--- config.mk ---
export PLATFORM = sky130hd
export DESIGN_NAME = cci_mpf_csr_ctrl
export DESIGN_NICKNAME = d
export VERILOG_FILES = /design/src/rtl/cci_mpf_csrs_pkg.sv /design/src/rtl/cci_mpf_csr_evt_ctr.sv /design/src/rtl/cci_mpf_csr_ctrl.sv
export SDC_FILE = /design/constraint.sdc
export NUM_CORES = 1
export LEC_CHECK = 0
export BUFFER_PORTS_ARGS = -buffer_cell sky130_fd_sc_hd__buf_2
export CAP_MARGIN = 20
export CORE_MARGIN = 2
export CORE_UTILIZATION = 56
export DETAILED_ROUTE_END_ITERATION = 8
export PLACE_DENSITY_LB_ADDON = 0.05
export REMOVE_ABC_BUFFERS = 1
export SLEW_MARGIN = 10
export SYNTH_ARGS = -nofsm -noshare
export SYNTH_HDL_FRONTEND = slang
export SYNTH_SLANG_ARGS = --single-unit
--- constraint.sdc ---
create_clock -name clk -period 3.1 [get_ports clk]
set_input_delay 0.155 -clock clk [delete_from_list [all_inputs] [get_ports clk]]
set_output_delay 0.155 -clock clk [all_outputs]
set_load 0.1 [all_outputs]
--- src/rtl/cci_mpf_csrs_pkg.sv ---
// Shared CSR definitions for the MPF control block: index map, event bit
// positions, STATUS layout and the configuration types driven to VTP.
package cci_mpf_csrs_pkg;

  localparam int CL_ADDR_W = 42;
  typedef logic [CL_ADDR_W-1:0] t_cci_clAddr;

  typedef struct packed {
    logic inval_translation_cache;
    logic enabled;
  } t_cci_mpf_vtp_csr_mode;

  localparam int VTP_MODE_W = $bits(t_cci_mpf_vtp_csr_mode);

  localparam logic [3:0] CSR_IDX_VTP_MODE    = 4'd0;
  localparam logic [3:0] CSR_IDX_VTP_PT_BASE = 4'd1;
  localparam logic [3:0] CSR_IDX_VC_MAP_CTRL = 4'd2;
  localparam logic [3:0] CSR_IDX_EVT_CLEAR   = 4'd3;
  localparam logic [3:0] CSR_IDX_STATUS      = 4'd4;
  localparam logic [3:0] CSR_IDX_EVT_BASE    = 4'd8;
  localparam logic [3:0] CSR_IDX_EVT_LAST    = 4'd14;

  localparam int N_EVT                  = 7;
  localparam int EVT_4KB_HIT            = 0;
  localparam int EVT_4KB_MISS           = 1;
  localparam int EVT_2MB_HIT            = 2;
  localparam int EVT_2MB_MISS           = 3;
  localparam int EVT_PT_WALK_BUSY       = 4;
  localparam int EVT_FAILED_TRANSLATION = 5;
  localparam int EVT_VC_MAP_CHANGED     = 6;

  localparam int STATUS_FIFO_FULL_BIT   = 0;
  localparam int STATUS_OVERFLOW_BIT    = 1;
  localparam int EVT_CLEAR_OVERFLOW_BIT = 63;

endpackage

--- src/rtl/cci_mpf_csr_evt_ctr.sv ---
// One saturating event counter; a clear beats a simultaneous increment.
module cci_mpf_csr_evt_ctr #(
  parameter int W = 48
) (
  input  logic         clk,
  input  logic         reset,
  input  logic         clr,
  input  logic         inc,
  output logic [W-1:0] count
);

  always_ff @(posedge clk) begin
    if (reset || clr) begin
      count <= '0;
    end else if (inc && (count != '1)) begin
      count <= count + 1'b1;
    end
  end

endmodule

--- src/rtl/cci_mpf_csr_ctrl.sv ---
// MPF host CSR block: config write decode, event counters (only when
// MPF_CSR_EVENT_COUNTERS_EN is defined) and a buffered read-response path.
module cci_mpf_csr_ctrl
  import cci_mpf_csrs_pkg::*;
#(
  parameter int RSP_FIFO_DEPTH = 4,
  parameter int EVT_CTR_BITS   = 48
) (
  input  logic                  clk,
  input  logic                  reset,
  input  logic                  mmio_wr_valid,
  input  logic [3:0]            mmio_wr_idx,
  input  logic [63:0]           mmio_wr_data,
  input  logic                  mmio_rd_valid,
  input  logic [3:0]            mmio_rd_idx,
  input  logic [8:0]            mmio_rd_tid,
  output logic                  rsp_valid,
  output logic [8:0]            rsp_tid,
  output logic [63:0]           rsp_data,
  input  logic                  rsp_ready,
  input  logic [6:0]            evt_in,
  output t_cci_mpf_vtp_csr_mode vtp_mode,
  output t_cci_clAddr           vtp_pt_base,
  output logic                  vtp_pt_base_valid,
  output logic [63:0]           vc_map_ctrl,
  output logic                  vc_map_ctrl_valid
);

  localparam int PW = $clog2(RSP_FIFO_DEPTH);
  localparam int CW = PW + 1;

  logic [EVT_CTR_BITS-1:0] ctr [N_EVT];
  logic                    evt_clr_wr;
  logic                    sticky_overflow;
  logic                    fifo_full;
  logic [63:0]             rd_data;
  logic [2:0]              ctr_sel;

  assign evt_clr_wr = mmio_wr_valid && (mmio_wr_idx == CSR_IDX_EVT_CLEAR);

  always_ff @(posedge clk) begin
    if (reset) begin
      vtp_mode          <= '0;
      vtp_pt_base       <= '0;
      vc_map_ctrl       <= '0;
      vtp_pt_base_valid <= 1'b0;
      vc_map_ctrl_valid <= 1'b0;
    end else begin
      vtp_pt_base_valid <= 1'b0;
      vc_map_ctrl_valid <= 1'b0;
      if (mmio_wr_valid) begin
        case (mmio_wr_idx)
          CSR_IDX_VTP_MODE:
            vtp_mode <= t_cci_mpf_vtp_csr_mode'(mmio_wr_data[VTP_MODE_W-1:0]);
          CSR_IDX_VTP_PT_BASE: begin
            vtp_pt_base       <= mmio_wr_data[CL_ADDR_W-1:0];
            vtp_pt_base_valid <= 1'b1;
          end
          CSR_IDX_VC_MAP_CTRL: begin
            vc_map_ctrl       <= mmio_wr_data;
            vc_map_ctrl_valid <= 1'b1;
          end
          default: ;
        endcase
      end
    end
  end

`ifdef MPF_CSR_EVENT_COUNTERS_EN
  for (genvar i = 0; i < N_EVT; i++) begin : g_ctr
    cci_mpf_csr_evt_ctr #(.W(EVT_CTR_BITS)) u_ctr (
      .clk   (clk),
      .reset (reset),
      .clr   (evt_clr_wr && mmio_wr_data[i]),
      .inc   (evt_in[i]),
      .count (ctr[i])
    );
  end
`else
  logic evt_unused;
  assign evt_unused = ^evt_in;
  for (genvar i = 0; i < N_EVT; i++) begin : g_ctr
    assign ctr[i] = '0;
  end
`endif

  // Reads see register state before any same-cycle write or event update.
  assign ctr_sel = 3'(mmio_rd_idx - CSR_IDX_EVT_BASE);
  always_comb begin
    rd_data = '0;
    case (mmio_rd_idx)
      CSR_IDX_VTP_MODE:    rd_data = 64'(vtp_mode);
      CSR_IDX_VTP_PT_BASE: rd_data = 64'(vtp_pt_base);
      CSR_IDX_VC_MAP_CTRL: rd_data = vc_map_ctrl;
      CSR_IDX_STATUS: begin
        rd_data[STATUS_FIFO_FULL_BIT] = fifo_full;
        rd_data[STATUS_OVERFLOW_BIT]  = sticky_overflow;
      end
      default: begin
        if ((mmio_rd_idx >= CSR_IDX_EVT_BASE) && (mmio_rd_idx <= CSR_IDX_EVT_LAST))
          rd_data = 64'(ctr[ctr_sel]);
      end
    endcase
  end

  // Response handshake: a beat transfers on a rising edge where rsp_valid and
  // rsp_ready are both high; while rsp_ready is low the head beat is held.
  logic              p_valid;
  logic [8:0]        p_tid;
  logic [63:0]       p_data;
  logic [CW-1:0]     fifo_cnt;
  logic [CW-1:0]     occ_next;
  logic [PW-1:0]     wr_ptr;
  logic [PW-1:0]     rd_ptr;
  logic [8:0]        mem_tid  [RSP_FIFO_DEPTH];
  logic [63:0]       mem_data [RSP_FIFO_DEPTH];
  logic              deq;
  logic              rd_accept;

  assign rsp_valid = (fifo_cnt != '0);
  assign rsp_tid   = mem_tid[rd_ptr];
  assign rsp_data  = mem_data[rd_ptr];
  assign fifo_full = (fifo_cnt == CW'(RSP_FIFO_DEPTH));
  assign deq       = rsp_valid && rsp_ready;

  // The in-flight pipeline entry already owns a FIFO slot for next cycle.
  assign occ_next  = fifo_cnt + CW'(p_valid) - CW'(deq);
  assign rd_accept = mmio_rd_valid && (occ_next < CW'(RSP_FIFO_DEPTH));

  always_ff @(posedge clk) begin
    if (reset) begin
      p_valid         <= 1'b0;
      fifo_cnt        <= '0;
      wr_ptr          <= '0;
      rd_ptr          <= '0;
      sticky_overflow <= 1'b0;
    end else begin
      p_valid  <= rd_accept;
      fifo_cnt <= occ_next;
      if (p_valid) wr_ptr <= wr_ptr + 1'b1;
      if (deq)     rd_ptr <= rd_ptr + 1'b1;
      sticky_overflow <= (sticky_overflow &&
                          !(evt_clr_wr && mmio_wr_data[EVT_CLEAR_OVERFLOW_BIT])) ||
                         (mmio_rd_valid && !rd_accept);
    end
  end

  always_ff @(posedge clk) begin
    p_tid  <= mmio_rd_tid;
    p_data <= rd_data;
    if (p_valid) begin
      mem_tid[wr_ptr]  <= p_tid;
      mem_data[wr_ptr] <= p_data;
    end
  end

endmodule

==> flow_summary.yaml, run 1 <==
status:
  status: "completed"
layout:
  fin_nets: 1479
  area_growth_pct: 23.7
  postLayoutCoreUtil: 0.699
  drive_gt1_frac: 0.317
global_route:
  grtUsageTotal: 0.220
  grt_pass1_vias: 10100
  overflow: 0
  grt_max_degree: 68
  antenna_found_initial: 1
  grt_pass1_wl_mm: 56.3
worst_setup_path:
  worstPathRequired_ps: 2940
  crit_family: "buffers and inverters"
  rr_startpoint: "fifo_cnt[1]$_SDFF_PP0_"
  crit_type: "flip-flop to output pin"
  cp-start-kind: "flip-flop"
  endpoint_kind: "output pin"
  cp_data_arrival_time_ps: 2320
  max_stage_delay_ps: 730
  cp_cell_sequence: "buf_12, mux4_2, buf_2"
  path_buf_inv: 2
  cp_max_fo: 39
  crit_slowest_cell: "dfxtp_4"
yosys:
  synth_seq_cells: 486
  synth.largest_area_cell: "edfxtp_1"
  synth.area.top_cells: "edfxtp_1 (49%), dfxtp_1 (22%), mux4_2 (9.3%)"
  synth_common_cells: "edfxtp_1 (292), dfxtp_1 (194), nand2b_1 (172), mux2i_1 (110), mux4_2 (73)"
  netlist_instances: 1023
  synthDistinctLibCells: 41
  synth_edf_count: 292
  ys_warn_count: 0
  synthArstFlopShare: 0
  synth_top_area_share: 0.495
  synthesis.area_um2: 17700
  yosys_most_used_dff: "edfxtp_1"
  avgSynthCellArea_um2: 17.3
  synth.most_common_cell: "edfxtp_1"
  ys_seq_area_frac: 0.714
route:
  vias: 9699
  wl_mm: 36.3
  drt_pre_antenna_iters: 5
  viasPerCell: 5.33
  drtAntennaViolNets: 0
  post-route-drc-count: 0
  dr.first_iter.drc_count: 432
  wl_per_cell_um: 19.9
timing:
  final.setup_skew_ps: 10.8
  hold_viol_final: 0
  rsz0062_at_grt: "false"
  min_period_ps: 2480
  finalCritPeriodShare: 0.799
  slew_headroom: 0.290
  fmax_ghz: 0.404
  worst_pin_slew_ps: 1060
  slew_violations: 0
  finalSetupViolations: 0
  whs_ps: 71.4
die:
  coreArea_um2: 31400
  fp-row-count: 65
  initial_core_util: 0.565
  io-pin-count: 277
  die-area_um2: 33100
  die_h_um: 182
  die_x_um: 182
cts:
  postCtsResizedCells: 0
  ctsRootBufferMaster: "clkbuf_16"
  clk_latency_ps: 530
  cts_buffers: 48
  clk_path_buf_depth: 3
  tritoncts: "done"
  path_clk_slew_ps: 60
  cts.sinks: 486
  htreeDepth: 2
power:
  power_density_nw_per_um2: 870
  p_leak_nw: 8.21
  ir_drop_uv: 482
placement:
  io_buffer_count: 269
  gp_congestion: 0.771
  dp_hpwl_mm: 21.5
min_path:
  min_path_type: "input port to flip-flop"
  min_from: "rsp_ready"
job:
  drv_cap: 0
[metrics by stage]
step	setup WS [ps]	setup TNS [ps]	area (µm²)	std cells	power, mW
after floorplan	-2400	-207090	17400	960	12.4
after global placement	979	0	19600	1652	13.4
after detailed placement	976	0	19600	1652	13.4
after CTS	558	0	21900	1819	19.3
after global routing	510	0	21900	1820	19.7
final	624	0	21900	1820	19.1
[cell type report]
| type | count | area [µm²] |
|---|---|---|
| Sequential cell | 486 | 12700 |
| Fill cell | 2135 | 9460 |
| Multi-Input combinational cell | 469 | 4750 |
| Timing Repair Buffer | 369 | 2410 |
| Clock buffer | 64 | 1340 |
| Tap cell | 402 | 503 |
| Clock inverter | 24 | 243 |
| Inverter | 5 | 18.8 |
| Antenna cell | 1 | 2.50 |
[registers in the layout, indices dropped and copies added (netlist names), named ones only]
name               cells
vtp_pt_base_valid      1
p_valid                1
wr_ptr                 2
mem_data             256
p_tid                  9
mem_tid               36
rd_ptr                 2
fifo_cnt               3
vc_map_ctrl           64
sticky_overflow        1
p_data                64
vtp_mode               2
vc_map_ctrl_valid      1
vtp_pt_base           42
[layout by cell type, fill, tap and decap left out, types with 13 or more instances in the layout]
master         instances
edfxtp_1             292
buf_2                268
dfxtp_1              192
nand2b_1             172
mux2i_1              110
dlygate4sd3_1         79
mux4_2                73
clkbuf_16             50
a22o_1                40
and3_1                22
buf_4                 13
[where the power goes]
group | internal (mW) | switching [mW] | leakage (nW) | total, mW
Clock | 3.46 | 2.32 | 0.782 | 5.78
Sequential | 7.27 | 0.184 | 4.02 | 7.45
Combinational | 1.31 | 4.54 | 3.40 | 5.85
[logic make-up (layout without fill, tap and decap cells)]
family	count (synthesis)	in the layout	synth area share
fa+ha+maj	7	7	0.00536
flops	486	486	0.714
simple gates	227	227	0.0798
mux	184	184	0.155
compound gates	47	47	0.0225
buf+inv	68	462	0.0204
xor+xnor	4	4	0.00282
other cells	0	1	0
[worst min-delay path: stages]
cell     delay [ps]
buf_2            80
o31a_1          160
xnor2_1          90
nor2_1           80
[layer usage]
metal,part of all wire,vias up,GRT usage
met4,0.019,0,0.0503
met1,0.42,4832,0.288
met2,0.49,248,0.374
met3,0.065,51,0.0556
li1,-,4568,-
met5,0,-,0
[path summary, 6_finish.rpt]
kind	cells after the start	to	slack, ps
worst min register to register	0	mem_data[0][54]$_DFFE_PP_	470
worst min-delay path	4	flip-flop	70
worst max register to register	9	sticky_overflow$_SDFF_PP0_	970
worst max-delay path	3	rsp_data[13]	620
[timing repair]
item | CTS | global route
setup endpoints to repair | 0 | 0
buffers inserted | 0 | 0
hold buffers | 79 | 0
endpoints found under the hold margin | 121 | 0
Power figures use the tool's default switching activity.
==> inputs of run 2 (changes only) <==
--- a/config.mk
+++ b/config.mk
@@ -5,6 +5,7 @@
 export SDC_FILE = /design/constraint.sdc
 export NUM_CORES = 1
 export LEC_CHECK = 0
+export ABC_AREA = 1
 export BUFFER_PORTS_ARGS = -buffer_cell sky130_fd_sc_hd__buf_2
 export CAP_MARGIN = 20
 export CORE_MARGIN = 2
==> constraint.sdc (replaced) <==
create_clock -name clk -period 2.5 [get_ports clk]
set_input_delay 0.125 -clock clk [delete_from_list [all_inputs] [get_ports clk]]
set_output_delay 0.125 -clock clk [all_outputs]
set_load 0.1 [all_outputs]
==> run 2 against run 1 <==
- non-clock buffer count grew 14
- synthesized cell count grew 67%
- cell count grew 36%
- wire length grew 9.8%
- global-route usage grew 1.9 points
- clock power grew 18%
- largest cell class unchanged
- cell area grew 5.6%
- core utilization grew 3.5 points
- first-iteration DRC count grew 100%
- sequential cell count is the same
- via count grew 32%
- area after synthesis grew 1.2%
==> flow_summary.yaml, run 2 <==
placement:
  gp_congestion: 0.759
  dp_worst_setup_slack_ps: 311
  dpl_cell_area_um2: 20800
  dp_hpwl_mm: 23.1
  io_buffer_count: 269
cts:
  clk_path_buf_depth: 3
  cts.sinks: 486
  cts_setup_buffers: 0
  tritoncts: "done"
  htreeDepth: 2
  path_clk_slew_ps: 60
  ctsRootBufferMaster: "clkbuf_16"
  clk_latency_ps: 540
  cts_buffers: 47
die:
  fp-row-count: 65
  die-area_um2: 33500
  die_x_um: 183
  coreArea_um2: 31600
  io-pin-count: 277
  initial_core_util: 0.569
  die_h_um: 183
layout:
  mostFrequentLayoutCells: "nor2_1 (392), edfxtp_1 (292), nand2_1 (238), buf_2 (196), dfxtp_1 (192)"
  drive_gt1_frac: 0.180
  n_antenna_cell: 0
  fin_area_um2: 23200
  area_growth_pct: 29.1
  largest_reg_flops: 256
  largest_register: "mem_data"
  layout_commonest_cell: "nor2_1"
  fin_nets: 2144
  reg.largest.list: "mem_data: 256 flops, p_data: 64 flops, vc_map_ctrl: 64 flops"
job:
  drv_cap: 0
yosys:
  synth.largest_area_cell: "edfxtp_1"
  synth.most_common_cell: "nor2_1"
  avgSynthCellArea_um2: 10.5
  yosys_most_used_dff: "edfxtp_1"
  synthArstFlopShare: 0
  synthDistinctLibCells: 27
  synth.area.top_cells: "edfxtp_1 (49%), dfxtp_1 (22%), nor2_1 (8.2%)"
  ys_warn_count: 0
  synth_common_cells: "nor2_1 (393), edfxtp_1 (292), nand2_1 (239), dfxtp_1 (194), o21ai_0 (185)"
  ys_seq_area_frac: 0.705
  synth_seq_cells: 486
  synth_top_area_share: 0.489
  netlist_instances: 1709
  synth_edf_count: 292
  synthesis.area_um2: 17900
route:
  viasPerCell: 5.14
  drt_pre_antenna_iters: 6
  post-route-drc-count: 0
  drtAntennaViolNets: 0
  wl_per_cell_um: 16.1
  vias: 12800
  dr.first_iter.drc_count: 881
  wl_mm: 39.9
timing:
  tns_ps: 0
  slew_violations: 0
  min_period_ps: 2300
  finalCritPeriodShare: 0.922
  worst_pin_slew_ps: 837
  fmax_ghz: 0.434
  finalSetupViolations: 0
  layout_setup_ws_ps: 196
  rsz0062_at_grt: "false"
  final.setup_skew_ps: 13.9
  slew_headroom: 0.440
  hold_viol_final: 0
worst_setup_path:
  cp-start-kind: "flip-flop"
  cp_data_arrival_time_ps: 2180
  crit_type: "flip-flop to output pin"
  rr_startpoint: "fifo_cnt[1]$_SDFF_PP0_"
  cp_max_fo: 22
  endpoint_kind: "output pin"
  worstPathRequired_ps: 2380
power:
  p_leak_nw: 9.56
  power_density_nw_per_um2: 1090
  ir_drop_uv: 616
min_path:
  min_from: "mmio_wr_idx[3]"
  min_path_type: "input port to flip-flop"
global_route:
  grt_max_degree: 85
  grt_pass1_vias: 12300
  overflow: 0
  grtUsageTotal: 0.239
  antenna_found_initial: 0
  grt_pass1_wl_mm: 63.2
status:
  status: "completed"
[run 2: changes by cell type after synthesis, moves of 49 or more]
cell | before | now
inv_1 | 5 | 154
mux2i_1 | 110 | 0
mux4_2 | 73 | 0
nand2_1 | 3 | 239
nand2b_1 | 172 | 0
nand3_1 | 1 | 50
nor2_1 | 8 | 393
o21ai_0 | 1 | 185
o22ai_1 | 0 | 73
[run 2: what timing repair did]
item,CTS,global route
resized for setup,0,0
endpoints found under the hold margin,136,0
hold buffers,91,0
[run 2: cell families after synthesis]
group                      Yosys count  synth area share
buffers and inverters              253            0.0587
and+or+nand+nor                    693             0.150
DFF                                486             0.705
AOI/OAI and AO/OA                  270            0.0805
adders and majority gates            7           0.00530
[run 2: where the power goes]
| part | internal, mW | switching [mW] | total, mW |
|---|---|---|---|
| sequential | 8.92 | 0.166 | 9.09 |
| combinational | 2.83 | 6.58 | 9.41 |
| clock | 3.98 | 2.82 | 6.80 |
| total | 15.7 | 9.57 | 25.3 |
[run 2: worst paths after layout]
path	slack [ps]	endpoint	cells after the start
setup reg to reg	290	sticky_overflow$_SDFF_PP0_	15
hold / removal	40	vtp_mode[0]$_SDFFE_PP0P_	5
hold reg to reg	440	p_data[54]$_DFF_P_	2
setup / recovery	200	rsp_data[27]	5
[run 2: final cells by class]
cell class                 count  area, µm²
clock buffer                  74       1380
clock inverter                12        105
fill                        2155       8400
inverter                     156        594
multi-input combinational    970       4270
sequential                   486      12700
tap                          402        503
timing repair buffer         383       3650
[run 2: through the flow]
step           power (mW)  hold slack [ps]  cells  utilization
4_1_cts              25.4             19.7   2483        0.734
2_1_floorplan        15.1              153   1612            -
5_1_grt              26.2             63.2   2483        0.734
6_report             25.3             42.4   2483        0.734
3_5_place_dp         18.6              229   2306        0.658
3_3_place_gp         18.5              229   2306        0.658
[run 2: worst max-delay path, stage by stage (launching register included)]
cell and delay, ps:
dfxtp_4 390, inv_4 210, buf_4 290, o21ai_0 130, o22ai_1 380, buf_12 230
[run 2: layer usage]
metal,GRT usage,vias up,part of all wire
met2,0.413,381,0.49
met3,0.0451,66,0.066
li1,-,6319,-
met4,0.0688,0,0.023
met1,0.310,5996,0.42
met5,0,-,0
